==> config.mk <==
export PLATFORM = sky130hd
export DESIGN_NAME = bootram_loader_flat
export DESIGN_NICKNAME = d
export VERILOG_FILES = /design/src/rtl/bootram_pkg.sv /design/src/rtl/bootram_loader_if.sv /design/src/rtl/bootram_lane_dec.sv /design/src/rtl/bootram_loader.sv /design/src/flat_wrapper.sv
export SDC_FILE = /design/constraint.sdc
export NUM_CORES = 1
export LEC_CHECK = 0
export ABC_AREA = 1
export BUFFER_PORTS_ARGS = -buffer_cell sky130_fd_sc_hd__buf_2
export CORE_MARGIN = 2
export CORE_UTILIZATION = 64
export CTS_BUF_LIST = sky130_fd_sc_hd__clkbuf_4 sky130_fd_sc_hd__clkbuf_8 sky130_fd_sc_hd__clkbuf_16
export CTS_CLUSTER_DIAMETER = 200
export CTS_CLUSTER_SIZE = 30
export DETAILED_ROUTE_END_ITERATION = 10
export PLACE_DENSITY_LB_ADDON = 0.3
export SKIP_CTS_REPAIR_TIMING = 1
export SLEW_MARGIN = 25
export SYNTH_ARGS = -nofsm -noshare
export SYNTH_HDL_FRONTEND = slang
export SYNTH_SLANG_ARGS = --single-unit
==> constraint.sdc <==
create_clock -name clk -period 3.5 [get_ports clk]
set_input_delay 0.175 -clock clk [delete_from_list [all_inputs] [get_ports clk]]
set_output_delay 0.175 -clock clk [all_outputs]
set_load 0.02 [all_outputs]
==> src/rtl/bootram_pkg.sv <==
// Shared types and constants for the boot RAM loader: FSM states, default
// frame marker and the number of byte lanes behind one 32-bit word.
package bootram_pkg;

  typedef enum logic [2:0] {
    IDLE,
    LEN_LO,
    LEN_HI,
    DATA,
    CSUM,
    DONE,
    ERR
  } state_e;

  localparam logic [7:0] SYNC_BYTE = 8'hA5;
  localparam int         LANES     = 4;

endpackage

==> src/rtl/bootram_loader_if.sv <==
// Byte-stream input and boot RAM write port of the loader.
// The loader takes the slave view; the UART/RAM side takes the master view.
interface bootram_loader_if
  import bootram_pkg::*;
#(
  parameter int ADDR_W = 11
);

  logic              s_valid;
  logic              s_ready;
  logic [7:0]        s_data;
  logic [ADDR_W-1:0] ram_ad;
  logic [7:0]        ram_din;
  logic [LANES-1:0]  ram_ce;
  logic [LANES-1:0]  ram_wre;

  modport master (
    output s_valid, s_data,
    input  s_ready, ram_ad, ram_din, ram_ce, ram_wre
  );

  modport slave (
    input  s_valid, s_data,
    output s_ready, ram_ad, ram_din, ram_ce, ram_wre
  );

endinterface

==> src/rtl/bootram_lane_dec.sv <==
// Registered decoder from a frame byte index to word address, one-hot lane
// write enable and write data; outputs lag the accepted byte by one cycle.
module bootram_lane_dec
  import bootram_pkg::*;
#(
  parameter int ADDR_W = 11
) (
  input  logic              clk,
  input  logic              resetn,
  input  logic              we_i,
  input  logic [ADDR_W+1:0] idx_i,
  input  logic [7:0]        data_i,
  output logic [ADDR_W-1:0] ram_ad_o,
  output logic [7:0]        ram_din_o,
  output logic [LANES-1:0]  ram_wre_o
);

  logic [ADDR_W-1:0] ad_q, ad_d;
  logic [7:0]        din_q, din_d;
  logic [LANES-1:0]  wre_q, wre_d;

  always_comb begin
    ad_d  = ad_q;
    din_d = din_q;
    wre_d = '0;
    if (we_i) begin
      ad_d              = idx_i[ADDR_W+1:2];
      din_d             = data_i;
      wre_d[idx_i[1:0]] = 1'b1;
    end
  end

  always_ff @(posedge clk or negedge resetn) begin
    if (!resetn) begin
      ad_q  <= '0;
      din_q <= '0;
      wre_q <= '0;
    end else begin
      ad_q  <= ad_d;
      din_q <= din_d;
      wre_q <= wre_d;
    end
  end

  assign ram_ad_o  = ad_q;
  assign ram_din_o = din_q;
  assign ram_wre_o = wre_q;

endmodule

==> src/rtl/bootram_loader.sv <==
// Framed UART byte-stream writer for the four boot RAM byte lanes with an
// 8-bit checksum; holds the CPU in reset while a load is pending or failed.
module bootram_loader #(
  parameter int         ADDR_W      = 11,
  parameter int         TIMEOUT_CYC = 1000000,
  parameter logic [7:0] SYNC_BYTE   = bootram_pkg::SYNC_BYTE
) (
  input  logic            clk,
  input  logic            resetn,
  bootram_loader_if.slave bus,
  output logic            cpu_hold,
  output logic            done,
  output logic            error
);

  import bootram_pkg::*;

  localparam int          IW      = ADDR_W + 2;
  localparam int          TW      = $clog2(TIMEOUT_CYC + 1);
  localparam logic [16:0] MAX_LEN = 17'd1 << ADDR_W;

  state_e            state_q, state_d;
  logic [IW-1:0]     idx_q, idx_d;
  logic [IW-1:0]     last_q, last_d;
  logic [7:0]        sum_q, sum_d;
  logic [7:0]        len_lo_q, len_lo_d;
  logic [TW-1:0]     idle_q, idle_d;
  logic              hold_q, hold_d;
  logic              err_q, err_d;
  logic              wr_en;
  logic              in_frame;
  logic              timed_out;
  logic [15:0]       len_w;
  logic              len_ok;
  logic [ADDR_W-1:0] dec_ad;
  logic [7:0]        dec_din;
  logic [LANES-1:0]  dec_wre;

  assign len_w     = {bus.s_data, len_lo_q};
  assign len_ok    = (len_w != 16'd0) && ({1'b0, len_w} <= MAX_LEN);
  assign in_frame  = state_q inside {LEN_LO, LEN_HI, DATA, CSUM};
  assign timed_out = (idle_q == TW'(TIMEOUT_CYC - 1));

  always_comb begin
    state_d  = state_q;
    idx_d    = idx_q;
    last_d   = last_q;
    sum_d    = sum_q;
    len_lo_d = len_lo_q;
    idle_d   = '0;
    hold_d   = hold_q;
    err_d    = err_q;
    wr_en    = 1'b0;

    if (in_frame) idle_d = bus.s_valid ? '0 : idle_q + TW'(1);

    unique case (state_q)
      IDLE: begin
        if (bus.s_valid && bus.s_data == SYNC_BYTE) begin
          state_d = LEN_LO;
          hold_d  = 1'b1;
          err_d   = 1'b0;
          idx_d   = '0;
          sum_d   = '0;
        end
      end
      LEN_LO: begin
        if (bus.s_valid) begin
          len_lo_d = bus.s_data;
          state_d  = LEN_HI;
        end
      end
      LEN_HI: begin
        if (bus.s_valid) begin
          if (len_ok) begin
            last_d  = IW'({len_w - 16'd1, 2'b11});
            state_d = DATA;
          end else begin
            state_d = ERR;
          end
        end
      end
      DATA: begin
        if (bus.s_valid) begin
          wr_en = 1'b1;
          sum_d = sum_q + bus.s_data;
          if (idx_q == last_q) state_d = CSUM;
          else                 idx_d   = idx_q + IW'(1);
        end
      end
      CSUM: begin
        if (bus.s_valid) state_d = (bus.s_data == sum_q) ? DONE : ERR;
      end
      DONE:    state_d = IDLE;
      ERR:     state_d = IDLE;
      default: state_d = IDLE;
    endcase

    // A byte arriving in the expiry cycle keeps the frame alive.
    if (in_frame && !bus.s_valid && timed_out) state_d = ERR;
    if (state_d == ERR)  err_d  = 1'b1;
    if (state_d == DONE) hold_d = 1'b0;
  end

  always_ff @(posedge clk or negedge resetn) begin
    if (!resetn) begin
      state_q  <= IDLE;
      idx_q    <= '0;
      last_q   <= '0;
      sum_q    <= '0;
      len_lo_q <= '0;
      idle_q   <= '0;
      hold_q   <= 1'b0;
      err_q    <= 1'b0;
    end else begin
      state_q  <= state_d;
      idx_q    <= idx_d;
      last_q   <= last_d;
      sum_q    <= sum_d;
      len_lo_q <= len_lo_d;
      idle_q   <= idle_d;
      hold_q   <= hold_d;
      err_q    <= err_d;
    end
  end

  bootram_lane_dec #(.ADDR_W(ADDR_W)) u_dec (
    .clk       (clk),
    .resetn    (resetn),
    .we_i      (wr_en),
    .idx_i     (idx_q),
    .data_i    (bus.s_data),
    .ram_ad_o  (dec_ad),
    .ram_din_o (dec_din),
    .ram_wre_o (dec_wre)
  );

  assign bus.s_ready = 1'b1;
  assign bus.ram_ad  = dec_ad;
  assign bus.ram_din = dec_din;
  assign bus.ram_wre = dec_wre;
  assign bus.ram_ce  = dec_wre;
  assign cpu_hold    = hold_q;
  assign error       = err_q;
  assign done        = (state_q == DONE);

endmodule

==> src/flat_wrapper.sv <==
// flat-port wrapper written by rule: the top's interface ports become plain ports
module bootram_loader_flat import bootram_pkg::*;
#(
  parameter int         ADDR_W      = 11,
  parameter int         TIMEOUT_CYC = 1000000,
  parameter logic [7:0] SYNC_BYTE   = bootram_pkg::SYNC_BYTE
)
  (clk, resetn, cpu_hold, done, error, bus_s_valid, bus_s_data, bus_s_ready, bus_ram_ad, bus_ram_din, bus_ram_ce, bus_ram_wre);
  bootram_loader_if #(.ADDR_W(ADDR_W)) bus_i ();
  input  logic clk;
  input  logic resetn;
  output logic cpu_hold;
  output logic done;
  output logic error;
  input wire logic [$bits(bus_i.s_valid)-1:0] bus_s_valid;
  input wire logic [$bits(bus_i.s_data)-1:0] bus_s_data;
  output wire logic [$bits(bus_i.s_ready)-1:0] bus_s_ready;
  output wire logic [$bits(bus_i.ram_ad)-1:0] bus_ram_ad;
  output wire logic [$bits(bus_i.ram_din)-1:0] bus_ram_din;
  output wire logic [$bits(bus_i.ram_ce)-1:0] bus_ram_ce;
  output wire logic [$bits(bus_i.ram_wre)-1:0] bus_ram_wre;
  assign bus_i.s_valid = bus_s_valid;
  assign bus_i.s_data = bus_s_data;
  assign bus_s_ready = bus_i.s_ready;
  assign bus_ram_ad = bus_i.ram_ad;
  assign bus_ram_din = bus_i.ram_din;
  assign bus_ram_ce = bus_i.ram_ce;
  assign bus_ram_wre = bus_i.ram_wre;
  bootram_loader #(.ADDR_W(ADDR_W), .TIMEOUT_CYC(TIMEOUT_CYC), .SYNC_BYTE(SYNC_BYTE)) u_core (.clk(clk), .resetn(resetn), .bus(bus_i), .cpu_hold(cpu_hold), .done(done), .error(error));
endmodule
After elaboration in Yosys (flattened, before gate mapping):

Cells that the tools add are included.

* register bits: 90
* input port bits: 11
* output and inout port bits: 31
* word-level logic and storage cells: 82

* add/subtract/negate cells: 4
* magnitude comparators: 3
* equal/unequal tests: 14
* multiplexer cells: 30
* reductions and logical operators: 20

Operators by type and width (number)
* $mux 20: 2
* $mux 13: 3
* $pmux 13 s2: 1
* $mux 3: 8
* $add 20x1->20 const B: 1
* $eq 20x20->1 const B: 1
* $le 16x12->1 const B: 1
* $mux 8: 2
* $pmux 8 s2: 1
* $reduce_bool 16->1: 1
* $pmux 3 s5: 1
* $add 13x1->13 const B: 1
* $eq 13x13->1: 1
* $eq 3x3->1 const B: 4
* $sub 11x1->11 const B: 1
* $reduce_bool 2->1: 5
* $mux 1: 9
* $add 8x8->8: 1
* $eq 8x8->1: 1
* $eq 8x8->1 const B: 1
* $eq 3x2->1 const B: 2
* $reduce_and 2->1: 3
* $reduce_and 3->1: 2
* $logic_and 1x1->1: 5
* 12 further kinds: 13

Logic depth before layout (Yosys ltp):

Gate-level depths: netlist of run 1.

* depth after elaboration: 9
* depth in mapped cells: 12
* mapped depth without buffers: 12

Cells and area by module:

A second synthesis of run 1 with hierarchy kept.

* cells, all modules: 643
* area, all modules: 4989.8 µm²

By module, submodules not included
* bootram_loader: times used 1, cells an instance 551, area each 4142.7 µm², seq. area each 1651.6 µm²
* bootram_lane_dec: times used 1, cells an instance 92, area each 847.1 µm², seq. area each 575.6 µm²

Worst setup path before layout of run 1:

OpenSTA, ideal clock, no wires.

* path type: reg2reg
* from: register u_core.sum_q[0]
* to: register u_core.sum_q[6]
* setup time: 127 ps
* arrival time: 1563 ps
* data required time: 3373 ps
* path slack: 1810 ps
* stages on the path, launching flop included: 10
* buffers on the path: 0
* period minus slack after synthesis: 1690 ps
* cells stage by stage: dfrtp_1 ha_1 fa_1 nand3_1 nand3_1 nand2_1 nand2_1 a21oi_1 xor2_1 o21ai_0

* word-level cells in the longest chain between the ends: 3

RTL lines
* from (decl): line bootram_loader.sv:25 `logic [7:0] sum_q, sum_d;`
* from (signal assigned): line bootram_loader.sv:119 `sum_q <= sum_d;`
* $add 8x8->8: line bootram_loader.sv:86 `sum_d = sum_q + bus.s_data;`
* $mux 8: line bootram_loader.sv:84 `if (bus.s_valid) begin`
* $pmux 8 s2: line bootram_loader.sv:57 `unique case (state_q)`

Every way passes these cells. The select of a mux whose other input is x is not followed.
A chain may end at the register's enable or synchronous reset.

Worst setup path after layout of run 1:

Ends and elaborated chain as after synthesis.

==> results of run 1 <==
-- sequential cells by signal, summed over array words and instances (netlist names) --
signal                  cells
u_core.cpu_hold             1
u_core.error                1
u_core.idle_q              20
u_core.idx_q               13
u_core.last_q              12
u_core.len_lo_q             8
u_core.state_q              3
u_core.sum_q                8
u_core.u_dec.ram_ad_o      11
u_core.u_dec.ram_din_o      8
u_core.u_dec.ram_wre_o      4
-- worst min path at each step --
stage                        startpoint                        end  slack, ns  cells after the start
after floorplan                  resetn            u_core.cpu_hold      -0.12                      0
after global placement           resetn           u_core.idle_q[8]       0.44                      1
after detailed placement         resetn           u_core.idle_q[8]       0.29                      1
after CTS                        resetn           u_core.idle_q[8]      -0.09                      1
after global routing      bus_s_data[7]  u_core.u_dec.ram_din_o[7]       0.15                      3
final                     bus_s_data[7]         u_core.len_lo_q[7]       0.14                      3
-- through the flow --
step           setup slack (ns)  power (mW)  cells  util [%]
2_1_floorplan              1.81        2.23    601         -
3_3_place_gp               1.73        2.47    723      69.3
3_5_place_dp               1.65        2.53    723      69.4
4_1_cts                    1.65        3.33    739      72.5
5_1_grt                    1.45        3.56    740      72.7
6_report                   1.63        3.33    740      72.7
-- layout by cell type, fill, tap and decap left out, drive strengths merged, types with 15 or more instances in the layout --
cell type  synthesis  layout
a21oi             17      17
buf               16      41
dfrtp             89      89
inv               69      69
nand2            151     151
nand3             47      47
nand4             17      17
nor2              59      59
nor3              24      24
o21ai             62      62
xor2              15      15
-- report_power, final --
group	total [mW]	internal, mW	switching, mW
clock	0.807	0.440	0.367
sequential	1.42	1.23	0.188
combinational	1.11	0.399	0.707
-- critical path: cells and delay by family, from the launching register on --
family	cells	cell delay, ns
fa+ha+maj	2	0.61
flops	1	0.39
simple gates	4	0.35
compound gates	2	0.25
xor+xnor	1	0.15
-- final cells by class --
type	instances	area [um2]	area share [%]
inverters	69	259	4.89
clock buffers	12	153	2.88
flip-flops and latches	89	2230	42.0
multi-input cells	425	2240	42.2
repair buffers	42	224	4.23
well taps	99	124	2.34
clock inverters	4	76.3	1.44
-- cells by family after synthesis --
family,Yosys count,synth area share (%)
other cells,1,0.0774
xor+xnor,22,3.98
buf+inv,87,7.92
flops,89,45.9
compound gates,84,9.53
fa+ha+maj,15,4.03
simple gates,303,28.5
-- per-layer routing --
layer | wire length (um) | part of all wire (%)
met3 | 514 | 4.9
met5 | 0 | 0
met1 | 4810 | 46
met2 | 4840 | 46
met4 | 287 | 2.7
==> impl_metrics.env, run 1 <==
export IMPL_outcome="complete, no violations"
export IMPL_hp_class="in2reg"
export IMPL_crit_chain="ha_1, fa_1, nand3_1, nand3_1, nand2_1, nand2_1, a21oi_1, xor2_1, o21ai_0"
export IMPL_die_h_um=91.0
export IMPL_period_minus_slack_ns=1.87
export IMPL_drcViolationCount=0
export IMPL_final_max_slew_viol_count=0
export IMPL_worstSkewPairLatency_ns=0.36
export IMPL_coreArea_mm2=0.00729
export IMPL_drive_gt1_share_pct=14.4
export IMPL_clockBufferDepth=2
export IMPL_finalClockSkew_ns=0.0103
export IMPL_avgRoutedWirePerCell_um=14.1
export IMPL_die_width_um=91.0
export IMPL_clock_sinks=89
export IMPL_ys_flop_type="dfrtp_1"
export IMPL_grt_max_degree=90
export IMPL_ys_warn_count=0
export IMPL_reg2reg_slack_ns=1.63
export IMPL_ir_drop_mv=0.356
export IMPL_rr_worst_depth=9
export IMPL_crit_reg2reg_launch="u_core.sum_q[0]"
export IMPL_crit_arrival_ns=2.10
export IMPL_synth_cells=601
export IMPL_crit_fanout=2
export IMPL_synth_area_leaders="dfrtp_1 (46%), nand2_1 (11%), o21ai_0 (5.5%)"
export IMPL_cp_data_required_time_ns=3.73
export IMPL_tightest_slew_ns=0.784
export IMPL_hold_violations=0
export IMPL_antenna_left=0
export IMPL_syn2layout_area_growth_pct=9.32
export IMPL_synth_avg_cell_area_um2=8.07
export IMPL_cts_buffers=9
export IMPL_finalHoldWorstSlack_ns=0.137
export IMPL_syn_area_mm2=0.00485
export IMPL_synth_fp_nets=627
export IMPL_antenna_found_initial=0
export IMPL_wirelength_um=10400
export IMPL_gr_usage_met1_pct=37.6
export IMPL_route_vias_total=4094
export IMPL_maxCapViolations=0
export IMPL_busiest_layer="met2"
export IMPL_max_stage_delay_ns=0.40
export IMPL_synth_top_area_cell="dfrtp_1"
export IMPL_max_slew_margin_pct=47.8
export IMPL_initial_core_util_pct=66.5
export IMPL_place_congestion=0.917
export IMPL_finish_instance_area_mm2=0.00530
export IMPL_grt_use_met2_pct=42.5
export IMPL_grt_setup_unrepaired="no"
export IMPL_setup_viol=0
export IMPL_synth_common_cells="nand2_1 (144), dfrtp_1 (89), inv_1 (61)"
export IMPL_crit_start="u_core.sum_q[0]"
export IMPL_root_buffer="clkbuf_8"
export IMPL_p_per_area_mw_per_mm2=629
export IMPL_vias_per_cell=5.53
export IMPL_drt_pass1_iter_count=5
export IMPL_io_pins=42
export IMPL_critPathCapture="u_core.sum_q[6]"
export IMPL_synth_edf_count=0
export IMPL_yosysMostFrequentCell="nand2_1"
export IMPL_fmax_ghz=0.533
export IMPL_htreeDepth=3
export IMPL_die_area_mm2=0.00829
export IMPL_clkSlewWorstSetupHoldPaths_ns=0.09
export IMPL_fp_row_count=31
export IMPL_numPortBuffers=40
export IMPL_crit_slowest_cell="fa_1"
export IMPL_total_leakage_power_nw=2.66
export IMPL_drt_iter0_markers=288
export IMPL_fin_setup_tns_ns=0
export IMPL_grt_ovfl_total=0
export IMPL_antenna_cells=0
export IMPL_grt_pass1_wl_um=18200
export IMPL_fin_nets=662
export IMPL_hpwl_um=7540
export IMPL_yosysSeqAreaShare_pct=45.9
export IMPL_worstSetupEndpointType="register"
export IMPL_yosysUniqueCellTypes=36
export IMPL_synth_top_area_share_pct=45.9
export IMPL_start_kind="register"
export IMPL_grt_usage_pct=27.1
export IMPL_placed_cell_area_mm2=0.00506
export IMPL_rr_endpoint="u_core.sum_q[6]"
export IMPL_met3_usage_pct=3.49
export IMPL_grt_pass1_vias=3925
export IMPL_fillers=573
export IMPL_synth_seq_cells=89
export IMPL_worst_setup_path_type="reg2reg"
export IMPL_tritoncts="built"
export IMPL_finalCritPeriodShare_pct=53.6
export IMPL_async_reset_ff_share_pct=100
No activity file was read; power rests on OpenSTA's default activity.
==> inputs of run 2 (changes only) <==
ABC_AREA = 0   (was 1)
CORE_UTILIZATION = 59   (was 64)
clock period = 1.9 ns   (was 3.5 ns; I/O delays follow)
==> run 2 against run 1 <==
Net effect:
- synthesized cell count is 20% lower
- die area increased by 2.9%
- non-clock buffer count increased by 51
- global-route usage fell by 1.8 points
- critical path type unchanged
- largest cell class unchanged
- sequential power increased by 58%
- setup slack got worse by 1.6 ns
- synthesized area fell by 5.0%
- combinational power rose by 18%
- wire length fell by 0.70%
==> impl_metrics.env, run 2 <==
export IMPL_numPortBuffers=40
export IMPL_clockBufferDepth=2
export IMPL_fin_util_pct=73.1
export IMPL_vias_per_cell=5.72
export IMPL_synth_top_area_share_pct=48.4
export IMPL_yosysUniqueCellTypes=52
export IMPL_drive_gt1_share_pct=26.6
export IMPL_placed_cell_area_mm2=0.00513
export IMPL_final_common_cell="dfrtp_1"
export IMPL_tritoncts="built"
export IMPL_finalCritPeriodShare_pct=99.8
export IMPL_fmax_ghz=0.528
export IMPL_finalClockSkew_ns=0.0110
export IMPL_grt_pass1_wl_um=17000
export IMPL_die_width_um=92.4
export IMPL_setup_viol=0
export IMPL_synth_cells=479
export IMPL_m1WireLength_um=4570
export IMPL_largest_register="u_core.idle_q"
export IMPL_avgRoutedWirePerCell_um=15.7
export IMPL_largestRegisters="u_core.idle_q x20, u_core.idx_q x13, u_core.last_q x12"
export IMPL_crit_fanout=3
export IMPL_coreArea_mm2=0.00765
export IMPL_crit_family="compound AO/OA/AOI/OAI gates"
export IMPL_die_h_um=92.4
export IMPL_grt_setup_unrepaired="yes"
export IMPL_worstSkewPairLatency_ns=0.37
export IMPL_hpwl_um=7100
export IMPL_cts_buffers=9
export IMPL_crit_arrival_ns=2.17
export IMPL_syn2layout_area_growth_pct=21.3
export IMPL_setup_ws_ns=0.00447
export IMPL_ys_warn_count=0
export IMPL_antenna_found_initial=0
export IMPL_fin_setup_tns_ns=0
export IMPL_p_per_area_mw_per_mm2=901
export IMPL_die_area_mm2=0.00853
export IMPL_root_buffer="clkbuf_8"
export IMPL_yosysMostFrequentCell="dfrtp_1"
export IMPL_wirelength_um=10400
export IMPL_placed_cells=638
export IMPL_async_reset_ff_share_pct=100
export IMPL_ys_flop_type="dfrtp_1"
export IMPL_met2_length_um=5200
export IMPL_drcViolationCount=0
export IMPL_fillers=550
export IMPL_outcome="complete, no violations"
export IMPL_grt_usage_pct=25.2
export IMPL_ir_drop_mv=0.487
export IMPL_drt_pass1_iter_count=5
export IMPL_syn_area_mm2=0.00461
export IMPL_hp_class="in2reg"
export IMPL_crit_slowest_cell="dfrtp_1"
export IMPL_clkSlewWorstSetupHoldPaths_ns=0.09
export IMPL_synth_top_area_cell="dfrtp_1"
export IMPL_fp_row_count=32
export IMPL_total_leakage_power_nw=2.63
export IMPL_critPathBufInv=1
export IMPL_regArea_mm2=0.00223
export IMPL_fin_nets=582
export IMPL_final_max_slew_viol_count=0
export IMPL_drt_iter0_markers=136
export IMPL_final_cell_mix="dfrtp_1 (89), nand2_1 (77), buf_4 (50), nor2_1 (49), buf_2 (39)"
export IMPL_synth_common_cells="dfrtp_1 (89), nand2_1 (77), nor2_1 (50)"
export IMPL_finalHoldWorstSlack_ns=0.0293
export IMPL_route_vias_total=3790
export IMPL_finish_instance_area_mm2=0.00559
export IMPL_place_ws_ns=-0.0360
export IMPL_met3WireLength_um=381
export IMPL_stdcell_count=663
export IMPL_antenna_left=0
export IMPL_highest_layer="met4"
export IMPL_yosysSeqAreaShare_pct=48.4
export IMPL_synth_seq_cells=89
export IMPL_maxCapViolations=0
export IMPL_hold_violations=0
export IMPL_htreeDepth=3
export IMPL_io_pins=42
export IMPL_synth_edf_count=0
export IMPL_synth_avg_cell_area_um2=9.62
export IMPL_synth_area_leaders="dfrtp_1 (48%), xnor2_1 (6.5%), nand2_1 (6.3%)"
export IMPL_grt_ovfl_total=0
export IMPL_worstSetupEndpointType="register"
export IMPL_synth_fp_nets=505
export IMPL_grt_max_degree=62
export IMPL_initial_core_util_pct=60.2
export IMPL_multiInputGateArea_mm2=0.00231
export IMPL_largest_reg_flops=20
export IMPL_grt_pass1_vias=3719
export IMPL_cp_data_required_time_ns=2.18
export IMPL_clock_sinks=89
export IMPL_crit_chain="ha_4, a21oi_4, o211ai_1, o41ai_2, xor2_1, buf_4, o31ai_1"
export IMPL_power_mw=5.03
export IMPL_worst_setup_path_type="reg2reg"
export IMPL_antenna_cells=0
export IMPL_period_minus_slack_ns=1.90
export IMPL_place_congestion=0.921
export IMPL_max_stage_delay_ns=0.44
export IMPL_start_kind="register"
[run 2: cell types whose count changed after synthesis, sizes merged, moves of 7 or more]
cell	delta
nor4	+7
inv	-55
nor3	-11
clkbuf	+9
or3	+8
mux2	+7
nand3	-22
xnor2	+27
nand2	-73
nor2	-9
o21ai	-45
[run 2: path summary, 6_finish.rpt]
kind | from | endpoint | slack [ns] | cells past startpoint
hold / removal | bus_s_data[6] | u_core.u_dec.ram_din_o[6] | 0.03 | 3
max in group asynchronous | resetn | u_core.sum_q[2] | 1.08 | 3
setup reg to reg | u_core.sum_q[1] | u_core.sum_q[7] | 0.004 | 7
setup / recovery | u_core.sum_q[1] | u_core.sum_q[7] | 0.004 | 7
hold reg to reg | u_core.u_dec.ram_ad_o[0] | u_core.u_dec.ram_ad_o[0] | 0.47 | 2
min in group asynchronous | resetn | u_core.u_dec.ram_ad_o[3] | 0.20 | 2
[run 2: worst min-delay path, cell delays in order]
cell and delay, ns:
buf_2 0.15, nand2_1 0.07, nand2_1 0.04
[run 2: power by group]
part | leakage (nW) | internal, mW | switching [mW]
clock network | 0.113 | 0.781 | 0.686
logic | 1.30 | 0.589 | 0.722
registers | 1.22 | 2.09 | 0.166
total | 2.63 | 3.46 | 1.57
[run 2: cell type report]
cell class,instances,area share [%]
multi-input combinational,349,41.4
clock inverter,6,1.61
tap,102,2.28
clock buffer,10,2.46
sequential,89,39.9
inverter,14,0.940
timing repair buffer,93,11.5
[run 2: routing by layer]
metal	track usage [%]	vias to the layer above
li1	-	1778
met1	33.3	1886
met2	42.2	106
met3	3.42	20
met4	10.4	0
met5	0	-
[run 2: cell families (layout without fill, tap and decap cells)]
kind of cell / Yosys count / in the layout / synth area share (%)
simple gates: 223 / 223 / 24.8
mux: 7 / 7 / 1.79
flops: 89 / 89 / 48.4
fa+ha+maj: 15 / 15 / 4.24
xor+xnor: 50 / 50 / 9.51
buf+inv: 41 / 123 / 4.46
compound gates: 53 / 53 / 6.76
other cells: 1 / 1 / 0.0814
